**src/rtl/cpu_run_expect_mem.sv**
```systemverilog
// Expected-writeback table: NCHK entries of {reg, value}, synchronous write,
// asynchronous read. Not reset; contents are undefined until loaded.
module cpu_run_expect_mem #(
  parameter int unsigned NCHK   = 4,
  parameter int unsigned REG_AW = 5,
  parameter int unsigned XLEN   = 32,
  parameter int unsigned IdxW   = 2
) (
  input  logic              clk,
  input  logic              we,
  input  logic [IdxW-1:0]   waddr,
  input  logic [REG_AW-1:0] wreg,
  input  logic [XLEN-1:0]   wdata,
  input  logic [IdxW-1:0]   raddr,
  output logic [REG_AW-1:0] rreg,
  output logic [XLEN-1:0]   rdata
);

  logic [REG_AW+XLEN-1:0] mem_q [NCHK];

  // Table write; out-of-range indices (non-power-of-two depth) are dropped.
  always_ff @(posedge clk) begin
    if (we && ({1'b0, waddr} < (IdxW + 1)'(NCHK))) begin
      mem_q[waddr] <= {wreg, wdata};
    end
  end

  assign {rreg, rdata} = mem_q[raddr];

endmodule

```
**config.mk**
```make
export PLATFORM = sky130hd
export DESIGN_NAME = cpu_run_expect_mem
export DESIGN_NICKNAME = d
export VERILOG_FILES = /design/src/rtl/cpu_run_expect_mem.sv
export SDC_FILE = /design/constraint.sdc
export NUM_CORES = 1
export LEC_CHECK = 0
export CORE_ASPECT_RATIO = 1.2
export CORE_MARGIN = 2
export CORE_UTILIZATION = 45
export DETAILED_ROUTE_END_ITERATION = 16
export PLACE_DENSITY = 0.72
export SETUP_SLACK_MARGIN = 0.4
export SYNTH_ARGS = -nofsm -noshare
export SYNTH_HDL_FRONTEND = slang
export SYNTH_SLANG_ARGS = --single-unit
```
**constraint.sdc**
```tcl
create_clock -name clk -period 3.9 [get_ports clk]
set_clock_uncertainty 0.2 [all_clocks]
set_input_delay 0.78 -clock clk [delete_from_list [all_inputs] [get_ports clk]]
set_output_delay 0.78 -clock clk [all_outputs]
set_load 0.005 [all_outputs]
```
==> summary.txt, run 1 <==
Status
  – Status: completed

Die
  – Die Height: 124 µm
  – Num ports: 80
  – Die W: 104 µm
  – Cell Rows: 43
  – DIE AREA: about 13000 µm²
  – Core area: between 10000 and 15000 µm²
  – Initial cell density of the core: 0.465

Worst setup path
  – Startpoint Class: primary input
  – Worst path depth: 4
  – Worst path required time: 2.92 ns
  – Critical Path Sink Type: primary output
  – CP Buf/Inv Count: 3
  – CP Data Arrival Time: 2.25 ns
  – Setup Crit Path Kind: in -> out
  – CP peak stage delay: around 0.47 ns
  – Worst path top cell family by delay: buffers and inverters
  – Worst path slowest cell: clkdlybuf4s50_1
  – Worst Path Max Fanout: 20
  – Critical Path, Cell by Cell: buf_2 -> buf_12 -> mux4_2 -> clkdlybuf4s50_1

Clock network
  – TritonCTS clock tree: done
  – Clock Path Buffers: 2
  – CTS root buffer: clkbuf_16
  – Worst-path clk slew: around 0.05 ns
  – H-tree lvl count: 4
  – Post-CTS repair timing setup buffer count: 0
  – CTS Sinks: ~150
  – Hold bufs inserted after CTS: 0
  – CTS resizes: 0
  – CTS Buf Count: 17

Synth
  – Syn Area/Cell: about 28 µm²
  – Post-synthesis xor/xnor area fraction: 0
  – Most frequent cell after synthesis: edfxtp_1
  – Synth Area in Compound Gates: 0
  – Largest family of logic cells by synthesized area: multiplexers
  – Top_reg_cell synth: edfxtp_1
  – Synth area leaders: edfxtp_1, mux4_2, mux4_1
  – Multiplexer area fraction after synthesis: 0.158
  – Commonest cells post-synth: edfxtp_1, mux4_2, mux4_1
  – Post-Synth Simple-Gate Area: 0.00576
  – Synth warnings: 0
  – Asr flop ratio synth: 0
  – Synth top area share: 0.819
  – Post-synth EDFFs: between 100 and 150
  – Synth Register Bits: 148
  – Synth Net Count: between 200 and 250
  – Largest area contributor in the netlist: edfxtp_1
  – Post-Synth Adder-Cell Area: 0
  – Synthesized instance count: between 150 and 200
  – Netlist cell types: 10
  – Synthesized area: around 5400 µm²
  – Seq/Total Area, Yosys: 0.819

Timing
  – Rel. slew slack: 0.619
  – Ratio of final minimum period to clock period: 0.828
  – Tightest Pin Transition: approximately 0.57 ns
  – Setup violators final: 0
  – WHS: 0.812 ns
  – Pins Over Slew Limit: 0
  – RSZ-0062 raised after global routing: no
  – Final Hold Viols: 0
  – Setup TNS: 0 ns
  – Max Fclk: ~0.31 GHz
  – Final min period: ~3.2 ns

Global route
  – Overflow after GRT: 0
  – First-pass GRT wire length: about 14000 µm
  – Initial antenna violation count: 1
  – Largest net degree at the start of global routing: 38
  – GRT Total Usage: 0.154
  – Number of global-route vias before repair: roughly 2600

Final layout
  – Max reg flops: around 150
  – Diode count: 0
  – Layout area overhead: 30.2%
  – Utilization after layout: 0.605
  – Nets@finish: about 340
  – Fillers: approximately 830
  – Largest registers: mem_q x148
  – Register with the most flip-flops: mem_q
  – Share of cells above drive strength 1: 0.234

Drt
  – Vias post-DR: 2433
  – Via density: between 5 and 6
  – DRT iter0 DRCs: between 100 and 150
  – DR WL/cell: roughly 20 µm
  – Iteration count of the initial detailed-routing pass: 4
  – Drc violations: 0
  – Final wirelength: between 9000 and 10000 µm
  – Post-route ant nets: 0

Placed design
  – Port Buffers: a little under 80
  – Routability cong.: roughly 0.66
  – Hpwl dp: around 5600 µm

Pwr
  – Pwr dens: roughly 550 nW/µm²
  – Peak VDD IR: approximately 0.27 mV
  – Sw Share: 0.179
  – Pint: ~3.2 mW
  – Clk pwr share: 0.455
  – Combinational fraction of design power: 0.067
  – Pleak: ~2.3 nW
  – NetSw: around 0.69 mW
  – Sequential power share: 0.478

Run
  – Maximum Capacitance Violations: 0

Hold path
  – Hold Path Depth: 1
  – Hold Path Class: in -> reg
[final cells by class]
class                           instances  area (µm²)  share of cell area
Timing Repair Buffer                   88         873               0.124
Clock buffer                           19         433              0.0613
Tap cell                              157         196              0.0278
Multi-Input combinational cell         41         906               0.128
Sequential cell                       148        4440               0.629
Clock inverter                         12         210              0.0298
[stage by stage]
step	power [mW]	instances	setup slack (ns)	cell area, µm²
after global routing	3.99	465	0.604	7060
after CTS	3.91	465	0.637	7060
final	3.88	465	0.672	7060
after global placement	2.14	434	0.659	6420
after floorplan	1.99	197	0.995	5430
after detailed placement	2.15	434	0.633	6420
[placed cells by master (no fill, tap or decap)]
cell type        Yosys  routed
and3_2               0       1
and3b_2              0       2
buf_12               3       2
buf_2                3       2
buf_4                0       7
bufinv_16            0       6
clkbuf_1             0       2
clkbuf_16            0      17
clkdlybuf4s50_1      0      77
clkinv_1             0       2
clkinv_2             0       3
clkinvlp_4           0       1
edfxtp_1           148     148
mux4_1               7       7
mux4_2              30      30
nor3b_4              0       1
[logic make-up after synthesis]
group                  count (synthesis)
buffers and inverters                  8
flip-flops                           148
multiplexers                          37
AND/OR/NAND/NOR                        4
[routing by layer]
metal	routed length, µm	up-vias	GRT usage	share of wire
met3	449	12	0.0492	0.047
met2	4850	68	0.252	0.51
li1	-	1073	-	-
met1	4030	1278	0.190	0.43
met5	16	-	0	0.0017
met4	112	2	0.0684	0.012
[power by group through the flow]
stage	clock [mW]	sequential [mW]	combinational (mW)
after global placement	0	1.88	0.263
final	1.76	1.85	0.262
after floorplan	0	1.88	0.110
after detailed placement	0	1.89	0.268
after CTS	1.79	1.85	0.269
after global routing	1.85	1.86	0.280
[final timing paths]
kind                                      to      start  slack, ns
worst max-delay path               rdata[20]   raddr[1]       0.67
worst min-delay path  mem_q[2][28]$_DFFE_PP_  wdata[28]       0.81
Note: power is estimated with default switching activity, not from simulation.
==> inputs of run 2 (changes only) <==
- clock period: 3.9 -> 2.6 ns (I/O delays scaled with it)
==> run 2 against run 1 <==
Effect of this change:
- setup slack got worse by 0.34 ns
- combinational power rose by 53%
- global-route usage is 0.55 points higher
- sequential power is 50% higher
- clock-buffer cell count is 1 lower
- total power rose by 51%
- utilization grew 0.98 points
- sequential share of layout area is 1.0 points lower
- non-clock buffer count grew 14
- largest power group unchanged
- first-iteration DRC count is 32% higher
- die area stayed put
- design area is 1.6% higher
- critical path type unchanged
==> summary.txt, run 2 (synthesis gave the netlist of run 1 again) <==
Worst setup path
  – Critical Path Source: raddr[0]
  – CP Data Arrival Time: 1.54 ns (-0.71 ns)
  – Critical Path Sink Type: primary output
  – Setup Crit Path Kind: in -> out
  – Worst Path Max Fanout: 7 (-65%)
  – Worst path required time: 1.88 ns (-1.04 ns)
  – Startpoint Class: primary input

Pwr
  – Clk pwr share: 0.457 (+0.002)
  – NetSw: 1.07 mW (+55%)
  – Peak VDD IR: 0.517 mV (+91%)
  – Pleak: 2.44 nW (+4.7%)
  – Overall Power: 5.85 mW (+51%)
  – Sequential power share: 0.475 (-0.003)
  – Combinational fraction of design power: 0.068 (about the same)
  – Pwr dens: 816 nW/µm² (+49%)
  – Pint: 4.78 mW (+50%)
  – Sw Share: 0.183 (+0.00447)

Global route
  – Number of global-route vias before repair: 2690 (+2.0%)
  – GRT Total Usage: 0.160 (+0.00547)
  – Overflow after GRT: 0 (unchanged)
  – First-pass GRT wire length: 15000 µm (+4.0%)
  – Largest net degree at the start of global routing: 24 (-37%)
  – Initial antenna violation count: 0 (-1)

Clock network
  – TritonCTS clock tree: done
  – CTS root buffer: clkbuf_16
  – Clock Path Buffers: 2 (unchanged)
  – H-tree lvl count: 4 (unchanged)
  – CTS Sinks: 148 (unchanged)
  – CTS Buf Count: 17 (unchanged)
  – Worst-path clk slew: 0.06 ns (about the same)

Drt
  – Iteration count of the initial detailed-routing pass: 5 (+1)
  – Post-route ant nets: 0 (unchanged)
  – Drc violations: 0 (unchanged)
  – Vias post-DR: 2469 (+1.5%)
  – DRT iter0 DRCs: 145 (+32%)
  – Via density: 5.15 (-1.5%)
  – Final wirelength: 9600 µm (+1.5%)
  – DR WL/cell: 20.0 µm (-1.4%)

Final layout
  – Register with the most flip-flops: mem_q
  – Max reg flops: 148 (unchanged)
  – Diode count: 0 (unchanged)
  – Fillers: 799 (-4.0%)
  – Commonest non-fill, non-tap cell in the layout: edfxtp_1
  – Multi-input logic area: 880 µm² (-2.9%)
  – Largest registers: mem_q x148
  – FF/Latch Area: 4440 µm² (unchanged)
  – Most frequent cells in the layout: edfxtp_1, clkdlybuf4s50_1, mux4_2
  – Utilization after layout: 0.615 (+0.00975)
  – Layout area overhead: 32.3%
  – Nets@finish: 353 (+4.1%)
  – Share of cells above drive strength 1: 0.410 (+0.176)

Status
  – Status: completed

Die
  – DIE AREA: 13000 µm² (unchanged)
  – Die W: 104 µm (unchanged)
  – Cell Rows: 43 (unchanged)
  – Num ports: 80 (unchanged)
  – Core area: 11700 µm² (unchanged)
  – Die Height: 124 µm (unchanged)
  – Initial cell density of the core: 0.465 (unchanged)

Hold path
  – WHS Endpoint: mem_q[1][24]$_DFFE_PP_
  – Hold wc startpoint: wdata[24]
  – Hold Path Depth: 1 (unchanged)
  – Hold Path Class: in -> reg

Placed design
  – Port Buffers: 79 (unchanged)
  – Routability cong.: 0.676 (+2.0%)
  – Hpwl dp: 5600 µm (-0.74%)

Run
  – Maximum Capacitance Violations: 0 (unchanged)

Timing
  – Max Fclk: about 0.44 GHz
  – Final Hold Viols: 0 (unchanged)
  – Ratio of final minimum period to clock period: 0.871
  – Tightest Pin Transition: 0.364 ns (-0.208 ns)
  – Pins Over Slew Limit: 0 (unchanged)
  – Rel. slew slack: 0.757 (+0.139)
  – Final min period: around 2.3 ns
  – Setup TNS: 0 ns (unchanged)
  – Setup violators final: 0 (unchanged)
  – RSZ-0062 raised after global routing: yes
[run 2: cell count changes in the layout (fill, tap and decap cells not counted), sizes merged]
| cell | change |
|---|---|
| buf | +51 |
| clkbuf | -1 |
| clkdlybuf4s50 | -37 |
| clkinv | -3 |
| clkinvlp | +3 |
| inv | +1 |
[run 2: through the flow]
| stage | area, µm² | worst slack, ns | hold WS [ns] | std cells |
|---|---|---|---|---|
| final | 7180 | 0.336 | 0.536 | 479 |
| after global routing | 7180 | 0.302 | 0.545 | 479 |
| after CTS | 7160 | 0.319 | 0.521 | 479 |
| after detailed placement | 6490 | -0.0750 | 0.951 | 438 |
| after global placement | 6490 | -0.0640 | 0.943 | 438 |
| after floorplan | 5440 | 0.466 | 0.419 | 197 |
[run 2: how the worst max path moves through the flow]
stage          slack (ns)  cells past startpoint                    end
2_1_floorplan        0.47                      1  mem_q[0][0]$_DFFE_PP_
3_3_place_gp        -0.06                      4              rdata[20]
3_5_place_dp        -0.08                      4              rdata[18]
4_1_cts              0.32                      5                rreg[4]
5_1_grt              0.30                      5              rdata[10]
6_report             0.34                      5              rdata[12]
[run 2: critical path: stages]
cell	delay, ns
buf_16	0.14
buf_16	0.13
buf_12	0.11
mux4_2	0.49
buf_2	0.14
[run 2: final cells by class]
| cell class | count | area share |
|---|---|---|
| clock buffer | 18 | 0.0598 |
| multi-input combinational | 41 | 0.123 |
| timing repair buffer | 102 | 0.139 |
| clock inverter | 13 | 0.0323 |
| sequential | 148 | 0.619 |
| tap | 157 | 0.0274 |
[run 2: routing by layer]
| layer | global-route usage | vias up | share of wire |
|---|---|---|---|
| met5 | 0 | - | 0 |
| met3 | 0.0460 | 10 | 0.048 |
| met2 | 0.254 | 66 | 0.49 |
| met1 | 0.210 | 1294 | 0.45 |
| met4 | 0.0620 | 0 | 0.014 |
| li1 | - | 1099 | - |
[run 2: power by group through the flow]
stage | clock network, mW | registers [mW] | logic (mW)
after detailed placement | 0 | 2.83 | 0.412
final | 2.67 | 2.78 | 0.401
after floorplan | 0 | 2.82 | 0.165
after global routing | 2.83 | 2.79 | 0.432
after global placement | 0 | 2.82 | 0.406
after CTS | 2.73 | 2.78 | 0.405
[run 2: what timing repair did]
action	CTS	global route
setup buffers	6	0
endpoints found under the hold margin	0	0
hold buffers	0	0
gates resized for setup	169	3
gates cloned	4	0
endpoints found under the setup margin	37	25
==> inputs of run 3 (changes only) <==
- CORE_UTILIZATION: 45 -> 48
- PLACE_DENSITY: 0.72 -> 0.76
- SETUP_SLACK_MARGIN: 0.4 -> default
==> run 3 against run 2 <==
Effect of this change:
- fmax down 12%
- first-iteration DRC count down 15%
- via count down 2.2%
- clock power down 20%
- global-route usage about the same
- design area down 1.9%
- utilization up 2.3 points
- hold slack better by 0.0091 ns
- non-clock buffer count down 12
- cell count down 7.5%
- critical path type unchanged
- highest routed layer unchanged
==> summary.txt, run 3 (synthesis gave the netlist of run 1 again) <==
Status
  – Status: completed

Final layout
  – Max reg flops: 148 (unchanged)
  – Share of cells above drive strength 1: 0.235 (-0.175)
  – Commonest non-fill, non-tap cell in the layout: edfxtp_1
  – Largest registers: mem_q x148
  – Finished Cell Area: 7040 µm² (-1.9%)
  – Layout area overhead: 29.7%
  – Diode count: 0 (unchanged)
  – Register with the most flip-flops: mem_q
  – Most frequent cells in the layout: edfxtp_1, clkdlybuf4s50_1, mux4_2
  – Nets@finish: 341 (-3.4%)
  – Utilization after layout: 0.638 (+0.0233)

Global route
  – Initial antenna violation count: 0 (unchanged)
  – GRT Total Usage: 0.160 (+0.000458)
  – Met3 Track Usage GR: 0.0393 (-0.00674)
  – Grt met2 use: 0.263 (+0.00899)
  – Overflow after GRT: 0 (unchanged)
  – First-pass GRT wire length: 13800 µm (-8.0%)
  – M1 GR Usage: 0.199 (-0.0116)
  – Global route hottest layer: met2
  – Largest net degree at the start of global routing: 38 (+58%)
  – Number of global-route vias before repair: 2617 (-2.7%)

Hold path
  – Hold Path Depth: 1 (unchanged)
  – Hold Path Class: in -> reg
  – Hold wc startpoint: wdata[5]
  – WHS Endpoint: mem_q[1][5]$_DFFE_PP_

Timing
  – Setup violators final: 0 (unchanged)
  – Setup TNS: 0 ns (unchanged)
  – Pins Over Slew Limit: 0 (unchanged)
  – Tightest Pin Transition: 0.262 ns (-0.102 ns)
  – Max Fclk: 0.390 GHz (-12%)
  – Ratio of final minimum period to clock period: 0.987 (+0.116)
  – Final Hold Viols: 0 (unchanged)
  – Rel. slew slack: 0.825 (+0.0677)
  – Final min period: 2.57 ns (+0.302 ns)

Die
  – Num ports: 80 (unchanged)
  – Cell Rows: 42 (-2.3%)
  – Die Height: 120 µm (-3.1%)
  – DIE AREA: 12200 µm² (-6.0%)
  – Core area: 11000 µm² (-5.5%)
  – Die W: 101 µm (-3.1%)
  – Initial cell density of the core: 0.492 (+0.0269)

Clock network
  – CTS Buf Count: 17 (unchanged)
  – H-tree lvl count: 4 (unchanged)
  – TritonCTS clock tree: done
  – Clock Path Buffers: 2 (unchanged)
  – Hold bufs inserted after CTS: 0 (unchanged)
  – Worst-path clk slew: 0.06 ns (about the same)
  – CTS root buffer: clkbuf_16
  – CTS Sinks: 148 (unchanged)

Drt
  – Iteration count of the initial detailed-routing pass: 4 (-1)
  – Post-route ant nets: 0 (unchanged)
  – Vias post-DR: 2415 (-2.2%)
  – Via density: 5.45 (+5.8%)
  – DRT iter0 DRCs: 123 (-15%)
  – DR WL/cell: 20.3 µm (+1.1%)
  – Drc violations: 0 (unchanged)
  – Final wirelength: 8970 µm (-6.5%)

Placed design
  – Port Buffers: 79 (unchanged)
  – Routability cong.: 0.625 (-7.5%)
  – Hpwl dp: 5180 µm (-7.5%)
  – Post-DP Area: 6480 µm² (about the same)

Pwr
  – Overall Power: 5.32 mW (-9.2%)
  – Peak VDD IR: 0.439 mV (-15%)
  – Pleak: 2.33 nW (-4.4%)
  – Pwr dens: 755 nW/µm² (-7.4%)

Worst setup path
  – Worst path required time: 1.88 ns (about the same)
  – Setup Crit Path Kind: in -> out
  – Startpoint Class: primary input
  – Critical Path Sink Type: primary output
  – Critical Path, Cell by Cell: buf_6 -> buf_12 -> mux4_1 -> clkdlybuf4s50_1
  – Worst Path Max Fanout: 8 (+1)
  – CP peak stage delay: 0.54 ns (+0.05 ns)
  – CP Data Arrival Time: 1.85 ns (+0.31 ns)
  – Worst path slowest cell: mux4_1
  – CP Buf/Inv Count: 3 (-1)
  – Worst path top cell family by delay: buffers and inverters

Run
  – Maximum Capacitance Violations: 0 (unchanged)
==> run 3: cell types whose count changed in the layout (fill, tap and decap cells not counted), sizes merged, moves of 5 or more <==
cell and change:
clkdlybuf4s50 +34, buf -50, bufinv -5, clkinv +8
==> run 3: layer usage <==
metal | share of wire | routed length, µm
met5 | 0 | 0
met3 | 0.030 | 269
met1 | 0.40 | 3580
met4 | 0.019 | 171
met2 | 0.55 | 4950
==> run 3: how the worst max path moves through the flow <==
stage | endpoint | cells after the start | slack [ns] | start
floorplan | mem_q[0][0]$_DFFE_PP_ | 1 | 0.47 | waddr[0]
global placement | rreg[4] | 4 | -0.12 | raddr[0]
detailed placement | rreg[4] | 4 | -0.12 | raddr[0]
CTS | rdata[26] | 4 | 0.03 | raddr[0]
global route | rdata[8] | 4 | -0.005 | raddr[0]
finish | rdata[0] | 4 | 0.03 | raddr[0]
==> run 3: layout make-up <==
| type | count | area, µm² |
|---|---|---|
| fill | 779 | 4000 |
| timing repair buffer | 90 | 1000 |
| clock inverter | 13 | 92.6 |
| multi-input combinational | 41 | 902 |
| sequential | 148 | 4440 |
| clock buffer | 19 | 433 |
| tap | 132 | 165 |
==> run 3: what timing repair did <==
| item | in CTS | in global routing |
|---|---|---|
| buffers inserted | 0 | 0 |
| setup endpoints to repair | 35 | 1 |
| cloned | 0 | 1 |
| resized for setup | 4 | 2 |
| endpoints found under the hold margin | 0 | 0 |
==> run 3: stage by stage <==
| stage | std cells | hold slack [ns] | setup slack, ns |
|---|---|---|---|
| 2_1_floorplan | 197 | 0.419 | 0.466 |
| 3_3_place_gp | 410 | 0.937 | -0.124 |
| 3_5_place_dp | 410 | 0.959 | -0.116 |
| 4_1_cts | 442 | 0.530 | 0.0308 |
| 5_1_grt | 443 | 0.546 | -0.00457 |
| 6_report | 443 | 0.545 | 0.0337 |
==> run 3: report_power, final <==
| group | internal, mW | switching (mW) |
|---|---|---|
| Clock | 1.29 | 0.840 |
| Sequential | 2.75 | 0.0239 |
| Combinational | 0.258 | 0.153 |
